## src/rtl/palette_sprite_ctrl.sv

```systemverilog
// palette_sprite_ctrl: 4x4 sprite palette fed by a 4-deep write FIFO; SPRITE_PAL_VBLANK_GATE_EN restricts commits to vblank
module palette_sprite_ctrl #(
    parameter int RGB_BIT    = 12,
    parameter int FIFO_DEPTH = 4
) (
    input  logic               clk,
    input  logic               rstn,
    input  logic               vblank,
    input  logic               wr_valid,
    output logic               wr_ready,
    input  logic [3:0]         wr_addr,
    input  logic [RGB_BIT-1:0] wr_data,
    input  logic               rd_en,
    input  logic [1:0]         rd_palette,
    output logic [RGB_BIT-1:0] rd_color00,
    output logic [RGB_BIT-1:0] rd_color01,
    output logic [RGB_BIT-1:0] rd_color10,
    output logic [RGB_BIT-1:0] rd_color11,
    output logic               rd_valid,
    output logic [2:0]         fifo_level,
    output logic               commit_done
);
    typedef enum logic [1:0] {IDLE, DRAIN, HOLD} state_t;
    state_t state, state_nx;
    logic [RGB_BIT-1:0] pal [16];
    logic [RGB_BIT-1:0] q_data [4];
    logic [3:0] q_addr [4];
    logic [1:0] wp, rp;
    logic gate, push, pop;
    logic [2:0] level_nx;
`ifdef SPRITE_PAL_VBLANK_GATE_EN
    assign gate = vblank;
`else
    logic unused_vblank;
    assign unused_vblank = vblank;
    assign gate = 1'b1;
`endif
    assign wr_ready = fifo_level != 3'(FIFO_DEPTH);
    assign push = wr_valid && wr_ready;
    assign pop = fifo_level != 3'd0 && gate;
    always_comb begin
        level_nx = fifo_level + 3'(push) - 3'(pop);
        state_nx = level_nx == 3'd0 ? IDLE : gate ? DRAIN : HOLD;
    end
    always_ff @(posedge clk or negedge rstn) begin
        if (!rstn) state <= IDLE;
        else state <= state_nx;
    end
    always_ff @(posedge clk or negedge rstn) begin
        if (!rstn) begin
            for (int i = 0; i < 16; i++) pal[i] <= '0;
            for (int i = 0; i < 4; i++) begin
                q_data[i] <= '0;
                q_addr[i] <= '0;
            end
            wp <= '0;
            rp <= '0;
            fifo_level <= '0;
            commit_done <= 1'b0;
            rd_valid <= 1'b0;
            rd_color00 <= '0;
            rd_color01 <= '0;
            rd_color10 <= '0;
            rd_color11 <= '0;
        end else begin
            if (push) begin
                q_addr[wp] <= wr_addr;
                q_data[wp] <= wr_data;
                wp <= wp + 2'd1;
            end
            if (pop) begin
                pal[q_addr[rp]] <= q_data[rp];
                rp <= rp + 2'd1;
            end
            fifo_level <= level_nx;
            commit_done <= state != IDLE && state_nx == IDLE;
            rd_valid <= rd_en;
            // reads sample pre-commit storage, so a same-edge commit is not visible yet
            if (rd_en) begin
                rd_color00 <= pal[{rd_palette, 2'd0}];
                rd_color01 <= pal[{rd_palette, 2'd1}];
                rd_color10 <= pal[{rd_palette, 2'd2}];
                rd_color11 <= pal[{rd_palette, 2'd3}];
            end
        end
    end
endmodule

```

## config.mk

```make
export PLATFORM = sky130hd
export DESIGN_NAME = palette_sprite_ctrl
export DESIGN_NICKNAME = d
export VERILOG_FILES = /design/src/rtl/palette_sprite_ctrl.sv
export SDC_FILE = /design/constraint.sdc
export NUM_CORES = 1
export LEC_CHECK = 0
export BUFFER_PORTS_ARGS = -buffer_cell sky130_fd_sc_hd__buf_2
export CAP_MARGIN = 10
export CORE_ASPECT_RATIO = 1.2
export CORE_UTILIZATION = 40
export DETAILED_ROUTE_END_ITERATION = 7
export GPL_ROUTABILITY_DRIVEN = 1
export PLACE_DENSITY = 0.54
export SYNTH_ARGS = -nofsm -noshare
export SYNTH_HDL_FRONTEND = slang
export SYNTH_SLANG_ARGS = --single-unit
```

## constraint.sdc

```tcl
create_clock -name clk -period 2.84 [get_ports clk]
set_clock_uncertainty 0.15 [all_clocks]
set_input_delay 0.426 -clock clk [delete_from_list [all_inputs] [get_ports clk]]
set_output_delay 0.426 -clock clk [all_outputs]
set_load 0.02 [all_outputs]
```

After elaboration in Yosys (flattened, before gate mapping):

Index checks and enable logic that the tools add are counted.

* $add $sub $neg: 4
* $mul: 0
* divide/modulo/power cells: 0
* magnitude comparators: 9
* equal/unequal tests: 1
* shift-type cells: 0
* multiplexer cells: 28
* bitwise logic cells: 7
* reduce and logical (&&, ||, !) cells: 8

Operators by type and width (number)
* $bmux W12 S4: 4
* $bwmux W192: 1
* $mux W12: 12
* $bwmux W48: 1
* $demux W12 S4: 1
* $ge A5 B5 Y1 const B: 5
* $not A4 Y5: 5
* $bmux W12 S2: 1
* $demux W12 S2: 1
* $bwmux W16: 1
* $mux W4: 3
* $bmux W4 S2: 1
* $demux W4 S2: 1
* $ge A3 B3 Y1 const B: 2
* $not A2 Y3: 2
* $lt A5 B1 Y1 const B: 1
* $add A2 B1 Y2 const B: 2
* $logic_and A1 B1 Y1: 4
* $add A3 B1 Y3: 1
* $logic_not A3 Y1: 1
* $lt A3 B1 Y1 const B: 1
* $ne A3 B3 Y1 const B: 1
* $reduce_bool A3 Y1: 1
* $sub A3 B1 Y3: 1
* other kinds (3): 3

* register bits: 314
* bits in latches: 0
* memory bits (writable): 0
* ROM bits: 0
* input bits: 23
* output and inout port bits: 54
* logic and storage cells: 91
* memories kept: 0

Longest topological paths before layout:

Gate-level depths: netlist (run 1).

* depth after elaboration: 10
* mapped depth: 11
* depth with buffers taken out: 11

Worst setup path after synthesis (run 1):

No wires, ideal clock.

* path type: flip-flop to flip-flop
* start: reg fifo_level[1]
* end: reg commit_done
* arrival: 2706 ps
* required time: 2618 ps
* slack: -88 ps
* stages on the path, launching flop included: 12
* path buffers: 0
* clock period less this slack: 2928 ps
* cell sequence: dfrtp_1 > nor2_1 > a21boi_2 > inv_1 > ha_1 > inv_1 > ha_1 > fa_1 > xor2_1 > xnor2_1 > or3_1 > nor2_1

* longest elaborated chain between the ends: 8

Ends and longest elaborated chain
* from (decl): RTL line 20 `output logic [2:0] fifo_level,`
* from (signal assigned): RTL line 75 `fifo_level <= level_nx;`
* $ne A3 B3 Y1: RTL line 38 `assign wr_ready = fifo_level != 3'(FIFO_DEPTH);`
* $logic_and A1 B1 Y1: RTL line 39 `assign push = wr_valid && wr_ready;`
* $add A3 B1 Y3: RTL line 42 `level_nx = fifo_level + 3'(push) - 3'(pop);`
* $sub A3 B1 Y3 *: RTL line 42
* net level_nx[2]: RTL line 30 `logic [2:0] level_nx;`
* $logic_not A3 Y1 *: RTL line 43 `state_nx = level_nx == 3'd0 ? IDLE : gate ? DRAIN : HOLD;`
* $mux W1 *: RTL line 43
* net state_nx[0]: RTL line 24 `state_t state, state_nx;`
* $logic_not A2 Y1 *: RTL line 76 `commit_done <= state != IDLE && state_nx == IDLE;`
* $logic_and A1 B1 Y1 *: RTL line 76
* to (signal assigned): RTL line 59 `commit_done <= 1'b0;`
* to (signal assigned): RTL line 76
* to (decl): RTL line 21 `output logic commit_done`

Mark *: on every way through the listed nets, which the timed path passes. The rest lies on a longest branch.
A chain may end at the register's enable or synchronous reset.

Final worst setup path (run 1):

* start: reg fifo_level[2]
* end: reg pal[1] (netlist name)

* longest elaborated chain between the ends: 1

Ends and longest elaborated chain
* $reduce_bool A3 Y1: RTL line 40 `assign pop = fifo_level != 3'd0 && gate;`
* to (signal, indexed assignment): RTL line 72 `pal[q_addr[rp]] <= q_data[rp];`
* to (decl): RTL line 25 `logic [RGB_BIT-1:0] pal [16];`

Every way passes these cells.

==> results of run 1 <==
how the worst min path moves through the flow:
stage	slack [ns]	cells after the start	to	from
after floorplan	-0.02	0	commit_done	rstn
after global placement	0.17	1	rd_color11[9]	rstn
after detailed placement	0.17	1	rd_color11[9]	rstn
after CTS	0.02	2	q_addr[2]	wr_addr[2]
after global routing	0.03	2	q_addr[14]	wr_addr[2]
final	0.04	2	q_addr[12]	wr_addr[0]
layout make-up:
class	instances	area, um^2
clock buffers	52	1040
clock inverters	4	26.3
fillers	3002	18200
inverters	14	52.6
multi-input cells	470	5680
flip-flops and latches	314	7860
well taps	456	571
repair buffers	107	743
critical path, cell delays in order, from the launching register on:
cell	delay [ns]
dfrtp_1	0.47
buf_4	0.19
o31ai_4	0.25
a21oi_1	0.15
a22oi_2	0.83
mux2_2	0.42
cell families (layout without fill, tap and decap cells):
kind of cell               after synthesis  after routing
xor gates and xnor gates                 5              5
muxes                                  364            364
buffers and inverters                   73            177
adders and majority gates                7              7
and+or+nand+nor                         43             43
AOI/OAI and AO/OA                       51             51
DFF                                    314            314
metal layers:
metal | vias up | wire [um] | GRT usage, %
met2 | 129 | 14100 | 28.5
met3 | 41 | 1040 | 3.08
met4 | 2 | 482 | 4.27
li1 | 3373 | - | -
met1 | 4107 | 13300 | 23.5
met5 | - | 12 | 0
Yosys cell counts, drive strengths merged (4+ instances only):
library cell,n,area [um^2]
dfrtp,314,7860
mux2,304,3460
mux4,60,1350
buf,33,238
clkbuf,26,98.8
inv,14,52.6
nand2,10,47.5
o22ai,8,50.1
o32ai,8,100
a22oi,7,62.6
nor2,7,26.3
a2bb2oi,6,52.6
a32oi,6,52.6
ha,6,75.1
nand2b,6,37.5
nand3b,4,30.0
nor2b,4,25.0
xnor2,4,35.0
repair_timing:
action                                 4_1_cts  5_1_grt
setup buffers                                0        0
setup endpoints to repair                    0        0
gates resized for setup                      0        0
endpoints found under the hold margin       82        0
hold buffers                                 1        0
flip-flops by register name, indices dropped and copies added, names as in the netlist, 3 cells and up:
| register | cells |
|---|---|
| rd_color00 | 12 |
| rd_color01 | 12 |
| rd_color11 | 12 |
| fifo_level | 3 |
| rd_color10 | 12 |
| q_data | 48 |
| q_addr | 16 |
| pal | 192 |
cells in the final DEF (no fill, tap or decap), types with 2 or more instances in the layout:
cell,Yosys,layout
nor3_1,2,2
mux4_2,60,60
mux2_4,10,10
nor3b_1,2,2
a22oi_1,5,5
clkbuf_1,25,9
clkbuf_8,0,6
nor2_1,7,7
o22ai_1,8,8
o32ai_2,4,4
o32ai_1,4,4
buf_4,18,23
nor2b_1,4,4
buf_2,10,73
buf_12,0,9
mux2_2,291,291
nand2_1,6,6
nand2_2,4,4
mux2_1,3,3
dfrtp_1,314,312
or3b_1,2,2
ha_1,6,6
a21oi_1,2,2
inv_1,14,14
a2bb2oi_1,6,6
a22o_1,3,3
nand3b_1,4,4
clkinv_2,0,2
a22oi_2,2,2
dfrtp_2,0,2
nand2b_1,6,6
clkbuf_16,0,37
o21ai_0,2,2
nand3_1,2,2
xnor2_1,4,4
a32oi_1,6,6
power by group:
part	switching [mW]	total, mW	internal, mW	leakage (nW)
Combinational	3.86	7.90	4.05	2.64
Sequential	1.19	7.88	6.68	3.85
Clock	1.72	4.24	2.52	0.522
==> impl_metrics.env, run 1 <==
export IMPL_grt_start_max_net_pins=87
export IMPL_dp_slack_ns=0.242
export IMPL_cp_max_fo=12
export IMPL_fin_ws_ns=0.261
export IMPL_vias=7652
export IMPL_clock_latency_ns=0.51
export IMPL_reg2reg_from="fifo_level[2]"
export IMPL_fin_area_um2=16000
export IMPL_status="finished, final reports clean"
export IMPL_grt_usage_pct=17.3
export IMPL_synth_adder_area_share_pct=0.683
export IMPL_insertedDiodeCount=0
export IMPL_die_h_um=206
export IMPL_finalMaxSlewViolations=0
export IMPL_whs_ns=0.0397
export IMPL_initial_core_util_pct=40.8
export IMPL_timing_fmax_mhz=388
export IMPL_ctsLongestPathBuffers=3
export IMPL_slew_limit_headroom_pct=33.6
export IMPL_finalNonFillerCells=1417
export IMPL_numCtsBuffers=35
export IMPL_synth_edff_count=0
export IMPL_cts_root_buf="clkbuf_16"
export IMPL_via_per_inst=5.40
export IMPL_synth_xor_area_share_pct=0.314
export IMPL_synth_distinct_cells=50
export IMPL_syn_avg_cell_area_um2=16.3
export IMPL_syn2layout_area_growth_pct=14.7
export IMPL_hpwl_mm=18.8
export IMPL_crit_type="reg2reg"
export IMPL_yosysSeqAreaShare_pct=56.4
export IMPL_crit_path_start="fifo_level[2]"
export IMPL_die_area_um2=35600
export IMPL_first_iter_violations=363
export IMPL_clock_sinks=314
export IMPL_gp_congestion=0.821
export IMPL_cap_violations=0
export IMPL_drc=0
export IMPL_finalHoldViolCount=0
export IMPL_dr_pass1_iters=4
export IMPL_synthCells=857
export IMPL_p_leak_nw=7.01
export IMPL_finalCriticalPeriod_ns=2.58
export IMPL_clk_pin_slew_ns=0.06
export IMPL_worstMarginPinSlew_ns=0.996
export IMPL_grt_overflow_total=0
export IMPL_wire_per_inst_um=20.5
export IMPL_crit_arrival_ns=2.82
export IMPL_antenna_found_initial=1
export IMPL_rrSetupSlack_ns=0.26
export IMPL_hold_class="in2reg"
export IMPL_grt_first_pass_wirelength_mm=46.7
export IMPL_cts_tree="done"
export IMPL_final_core_util_pct=46.8
export IMPL_muxShareOfSynthArea_pct=34.6
export IMPL_placed_cell_area_um2=14900
export IMPL_rsz0062_at_grt="false"
export IMPL_cp_endpoint="pal[1]"
export IMPL_htree_levels=2
export IMPL_synth_top_family_by_area="multiplexers"
export IMPL_ios=77
export IMPL_setup_tns_ns=0
export IMPL_dp_cells=1360
export IMPL_synthArstFlopShare_pct=100
export IMPL_synth_top_flop_cell="dfrtp_1"
export IMPL_crit_required_ns=3.08
export IMPL_wirelength_mm=29.0
export IMPL_rr_worst_depth=5
export IMPL_syn_area_um2=13900
export IMPL_rows=74
export IMPL_synth_simple_area_share_pct=1.84
export IMPL_ys_ff_latch=314
export IMPL_grt_pass1_vias=7990
export IMPL_max_vdd_ir_drop_v=0.000707
export IMPL_route_antenna_remaining_nets=0
export IMPL_port_buffers=75
export IMPL_setup_worst_path_start_class="flop"
export IMPL_core_um2=34200
export IMPL_die_w_um=172
export IMPL_synth_compound_area_share_pct=3.40
export IMPL_rr_endpoint="pal[1]"
export IMPL_setup_viol=0
export IMPL_critPathCaptureType="flop"
export IMPL_fin_crit_sh_pct=90.8
export IMPL_final_nets=972
export IMPL_ys_warn_count=0
export IMPL_synth_net_count=887
export IMPL_finalPower_mw=20.0
export IMPL_cellPowerDensity_nw_per_um2=1250
export IMPL_drive_above_1_share_pct=55.5
No activity file was read; power rests on OpenSTA's default activity.
==> run 2, diff against run 1 <==
--- a/config.mk
+++ b/config.mk
@@ -11,7 +11,9 @@
 export CORE_UTILIZATION = 40
 export DETAILED_ROUTE_END_ITERATION = 7
 export GPL_ROUTABILITY_DRIVEN = 1
+export MAX_ROUTING_LAYER = met4
 export PLACE_DENSITY = 0.54
+export REMOVE_ABC_BUFFERS = 1
 export SYNTH_ARGS = -nofsm -noshare
 export SYNTH_HDL_FRONTEND = slang
 export SYNTH_SLANG_ARGS = --single-unit
==> impl_metrics.env, run 2 (synthesis results as in run 1) <==
export IMPL_seqPwrFrac_pct=39.2
export IMPL_cts_root_buf="clkbuf_16"
export IMPL_final_core_util_pct=46.9
export IMPL_hold_class="in2reg"
export IMPL_ctsLongestPathBuffers=3
export IMPL_fin_area_um2=16000
export IMPL_grt_overflow_total=0
export IMPL_finalMaxSlewViolations=0
export IMPL_slew_limit_headroom_pct=56.9
export IMPL_wl_met3_um=836
export IMPL_holdPathStages=2
export IMPL_sw_frac_of_total_pct=34.1
export IMPL_grt_start_max_net_pins=91
export IMPL_rr_endpoint="commit_done"
export IMPL_cp_max_fo=7
export IMPL_reg2reg_from="fifo_level[2]"
export IMPL_top_register="pal"
export IMPL_finalHoldViolCount=0
export IMPL_drive_above_1_share_pct=55.3
export IMPL_finalCriticalPeriod_ns=2.59
export IMPL_core_um2=34200
export IMPL_numCtsBuffers=35
export IMPL_timing_fmax_mhz=385
export IMPL_setup_worst_path_start_class="flop"
export IMPL_final_cell_mix="dfrtp_1 (312), mux2_2 (291), buf_2 (73), mux4_2 (60), clkbuf_16 (37)"
export IMPL_cts_tree="done"
export IMPL_ios=77
export IMPL_status="finished, final reports clean"
export IMPL_fin_ws_ns=0.245
export IMPL_die_h_um=206
export IMPL_final_nets=975
export IMPL_worstMarginPinSlew_ns=0.646
export IMPL_max_vdd_ir_drop_v=0.000623
export IMPL_initial_core_util_pct=40.8
export IMPL_cts_setup_buffers=0
export IMPL_p_leak_nw=7.03
export IMPL_grt_usage_pct=18.3
export IMPL_setup_viol=0
export IMPL_wire_per_inst_um=20.7
export IMPL_port_buffers=75
export IMPL_crit_arrival_ns=2.88
export IMPL_critPathCaptureType="flop"
export IMPL_cellPowerDensity_nw_per_um2=1260
export IMPL_path_cells="nor3_4 -> inv_1 -> ha_1 -> inv_1 -> ha_1 -> fa_1 -> xor2_1 -> xnor2_1 -> or3_1 -> nor2_1"
export IMPL_slowest_stage="dfrtp_1"
export IMPL_clkPwrFrac_pct=21.0
export IMPL_crit_path_max_incr_delay_ns=0.50
export IMPL_setup_tns_ns=0
export IMPL_intPower_mw=13.3
export IMPL_die_area_um2=35600
export IMPL_antenna_found_initial=1
export IMPL_crit_required_ns=3.12
export IMPL_final_common_cell="dfrtp_1"
export IMPL_p_sw_mw=6.89
export IMPL_fin_crit_sh_pct=91.4
export IMPL_hpwl_mm=18.4
export IMPL_clk_pin_slew_ns=0.06
export IMPL_min_delay_start="wr_data[2]"
export IMPL_htree_levels=2
export IMPL_finalNonFillerCells=1423
export IMPL_highest_layer="met4"
export IMPL_vias=7551
export IMPL_dp_cells=1363
export IMPL_crit_type="reg2reg"
export IMPL_wirelength_mm=29.4
export IMPL_clock_latency_ns=0.51
export IMPL_min_to="q_data[14]"
export IMPL_combPwrFrac_pct=39.8
export IMPL_rows=74
export IMPL_dr_pass1_iters=4
export IMPL_drt_met1_wl_mm=13.3
export IMPL_biggestRegsByFlops="pal (192), q_data (48), q_addr (16)"
export IMPL_largest_register_ffs=192
export IMPL_syn2layout_area_growth_pct=15.0
export IMPL_dr_wl_met2_mm=14.7
export IMPL_rrSetupSlack_ns=0.25
export IMPL_first_iter_violations=331
export IMPL_cap_violations=0
export IMPL_rsz0062_at_grt="false"
export IMPL_grt_first_pass_wirelength_mm=47.2
export IMPL_placed_cell_area_um2=14900
export IMPL_dp_slack_ns=0.166
export IMPL_route_antenna_remaining_nets=0
export IMPL_grt_pass1_vias=8069
export IMPL_via_per_inst=5.31
export IMPL_die_w_um=172
export IMPL_clock_sinks=314
export IMPL_rr_worst_depth=10
export IMPL_drc=0
export IMPL_gp_congestion=0.865
==> run 2: worst max path at each step <==
stage / startpoint / end / slack [ns] / depth (start not counted)
2_1_floorplan: fifo_level[1] / commit_done / -0.1 / 11
3_3_place_gp: fifo_level[0] / commit_done / 0.21 / 11
3_5_place_dp: fifo_level[0] / commit_done / 0.17 / 11
4_1_cts: fifo_level[0] / commit_done / 0.16 / 11
5_1_grt: fifo_level[2] / commit_done / 0.04 / 10
6_report: fifo_level[2] / commit_done / 0.25 / 10
==> run 2: timing repair <==
item / 4_1_cts / 5_1_grt
gates resized for setup: 0 / 2
endpoints found under the hold margin: 34 / 0
setup endpoints to repair: 0 / 1
hold buffers: 1 / 0
==> run 2: power by group through the flow <==
stage / registers [mW] / logic [mW] / clock network (mW)
floorplan: 8.14 / 5.20 / 0
global placement: 7.90 / 8.04 / 0
detailed placement: 7.98 / 8.19 / 0
CTS: 7.91 / 8.21 / 4.39
global route: 8.23 / 8.75 / 4.56
finish: 7.90 / 8.04 / 4.24
==> run 2: worst max-delay path: cells and delay by family, from the launching register on <==
kind                     cells  cell delay, ns
XOR/XNOR                     2            0.30
adder cells (fa/ha/maj)      3            0.81
buffers and inverters        2            0.10
flip-flops                   1            0.50
AND/OR/NAND/NOR              3            0.67
==> run 2: final cells by class <==
cell class,count,area [um^2]
diodes,1,2.50
clock buffers,56,1060
clock inverters,2,10.0
fillers,2991,18200
inverters,14,52.6
multi-input cells,470,5680
flip-flops and latches,314,7860
well taps,456,571
repair buffers,110,778
==> run 2: per-layer routing <==
layer	track usage, %	vias up
li1	-	3370
met1	24.0	4039
met2	29.3	102
met3	2.95	40
met4	5.09	0
met5	-	-
==> run 2: metrics by stage <==
step | power, mW | hold WS (ns)
after floorplan | 13.3 | -0.0196
after global placement | 15.9 | 0.180
after detailed placement | 16.2 | 0.181
after CTS | 20.5 | 0.0174
after global routing | 21.5 | 0.0366
final | 20.2 | 0.0444
==> run 3, diff against run 2 <==
--- a/config.mk
+++ b/config.mk
@@ -11,6 +11,7 @@
 export CORE_UTILIZATION = 40
 export DETAILED_ROUTE_END_ITERATION = 7
 export GPL_ROUTABILITY_DRIVEN = 1
+export HOLD_SLACK_MARGIN = 0.05
 export MAX_ROUTING_LAYER = met4
 export PLACE_DENSITY = 0.54
 export REMOVE_ABC_BUFFERS = 1
==> impl_metrics.env, run 3 (synthesis results as in run 1) <==
export IMPL_clock_latency_ns=0.51
export IMPL_grt_overflow_total=0
export IMPL_port_buffers=75
export IMPL_die_h_um=206
export IMPL_intPower_mw=13.3
export IMPL_dp_cells=1363
export IMPL_setup_viol=0
export IMPL_hold_class="in2async"
export IMPL_seqPwrFrac_pct=39.1
export IMPL_clkPwrFrac_pct=21.0
export IMPL_crit_required_ns=3.12
export IMPL_ios=77
export IMPL_cts_tree="done"
export IMPL_syn2layout_area_growth_pct=16.1
export IMPL_slew_limit_headroom_pct=56.8
export IMPL_cts_root_buf="clkbuf_16"
export IMPL_htree_levels=2
export IMPL_combPwrFrac_pct=39.9
export IMPL_gp_congestion=0.865
export IMPL_first_iter_violations=320
export IMPL_drc=0
export IMPL_rsz0062_at_grt="false"
export IMPL_crit_type="reg2reg"
export IMPL_ctsLongestPathBuffers=3
export IMPL_die_w_um=172
export IMPL_cts_setup_buffers=0
export IMPL_biggestRegsByFlops="pal (192), q_data (48), q_addr (16)"
export IMPL_p_leak_nw=7.10
export IMPL_cp_max_fo=7
export IMPL_core_um2=34200
export IMPL_insertedDiodeCount=0
export IMPL_timing_fmax_mhz=385
export IMPL_grt_pass1_vias=8157
export IMPL_initial_core_util_pct=40.8
export IMPL_status="finished, final reports clean"
export IMPL_hpwl_mm=18.4
export IMPL_fin_crit_sh_pct=91.4
export IMPL_top_register="pal"
export IMPL_final_core_util_pct=47.3
export IMPL_final_cell_mix="dfrtp_1 (312), mux2_2 (291), buf_2 (73), mux4_2 (60), clkbuf_16 (37)"
export IMPL_p_sw_mw=6.89
export IMPL_rows=74
export IMPL_antenna_found_initial=0
export IMPL_grt_usage_pct=18.3
export IMPL_grt_start_max_net_pins=91
export IMPL_vias=7648
export IMPL_final_common_cell="dfrtp_1"
export IMPL_numCtsBuffers=35
export IMPL_cellPowerDensity_nw_per_um2=1250
export IMPL_finalMaxSlewViolations=0
export IMPL_finalHoldViolCount=0
export IMPL_finalNonFillerCells=1438
export IMPL_cap_violations=0
export IMPL_wirelength_mm=29.5
export IMPL_sw_frac_of_total_pct=34.1
export IMPL_grt_first_pass_wirelength_mm=47.5
export IMPL_via_per_inst=5.32
export IMPL_largest_register_ffs=192
export IMPL_die_area_um2=35600
export IMPL_route_antenna_remaining_nets=0
export IMPL_max_vdd_ir_drop_v=0.000621
export IMPL_finalCriticalPeriod_ns=2.60
export IMPL_clock_sinks=314
export IMPL_worstMarginPinSlew_ns=0.648
export IMPL_crit_arrival_ns=2.88
export IMPL_critPathCaptureType="flop"
export IMPL_setup_worst_path_start_class="flop"
export IMPL_final_nets=991
export IMPL_wire_per_inst_um=20.5
export IMPL_dr_pass1_iters=4
export IMPL_drive_above_1_share_pct=54.4
export IMPL_clk_pin_slew_ns=0.06
[run 3: layout make-up]
class / instances / area [um^2]
inverters: 14 / 52.6
fillers: 2981 / 18000
clock buffers: 56 / 1060
well taps: 456 / 571
multi-input cells: 470 / 5680
clock inverters: 2 / 10.0
flip-flops and latches: 314 / 7860
repair buffers: 126 / 938
[run 3: power by group through the flow]
stage	registers, mW	logic, mW	clock network, mW
finish	7.90	8.05	4.24
detailed placement	7.98	8.19	0
CTS	7.91	8.23	4.39
global route	8.23	8.77	4.56
global placement	7.90	8.04	0
floorplan	8.14	5.20	0
[run 3: worst max-delay path, stage by stage, from the launching register on]
cell and delay, ns:
dfrtp_1 0.50, nor3_4 0.24, inv_1 0.06, ha_1 0.26, inv_1 0.04, ha_1 0.18, fa_1 0.37, xor2_1 0.16
xnor2_1 0.14, or3_1 0.34, nor2_1 0.09
[run 3: metrics by stage]
step / TNS (ns) / setup WS (ns) / instance area (um^2) / hold slack [ns] / total power [mW]
after floorplan: -0.981 / -0.0987 / 13600 / -0.0196 / 13.3
after global placement: 0 / 0.214 / 14900 / 0.180 / 15.9
after detailed placement: 0 / 0.166 / 14900 / 0.181 / 16.2
after CTS: 0 / 0.159 / 16200 / 0.217 / 20.5
after global routing: 0 / 0.0395 / 16200 / 0.256 / 21.6
final: 0 / 0.243 / 16200 / 0.228 / 20.2
[run 3: routing by layer]
metal	global-route usage, %	part of all wire, %	up-vias	wire length (um)
li1	-	-	3409	-
met1	24.2	45	4082	13400
met2	29.5	50	110	14800
met3	2.76	2.7	47	796
met4	5.09	1.9	0	575
met5	-	0	-	0
[run 3: timing repair]
| action | CTS | global route |
|---|---|---|
| hold endpoints to repair | 116 | 0 |
| hold buffers | 17 | 0 |
| gates resized for setup | 0 | 2 |
| setup endpoints to repair | 0 | 1 |
[run 3: worst paths after layout]
kind	depth (start not counted)	slack, ns	startpoint	endpoint
worst max-delay path	10	0.24	fifo_level[2]	commit_done
worst min-delay path	2	0.23	rstn	rd_color00[7]
worst max register to register	10	0.24	fifo_level[2]	commit_done
worst min register to register	2	0.33	state[0]	commit_done
max in group asynchronous	3	1.49	rstn	rd_color01[4]
min in group clk	4	0.28	wr_valid	wp[0]
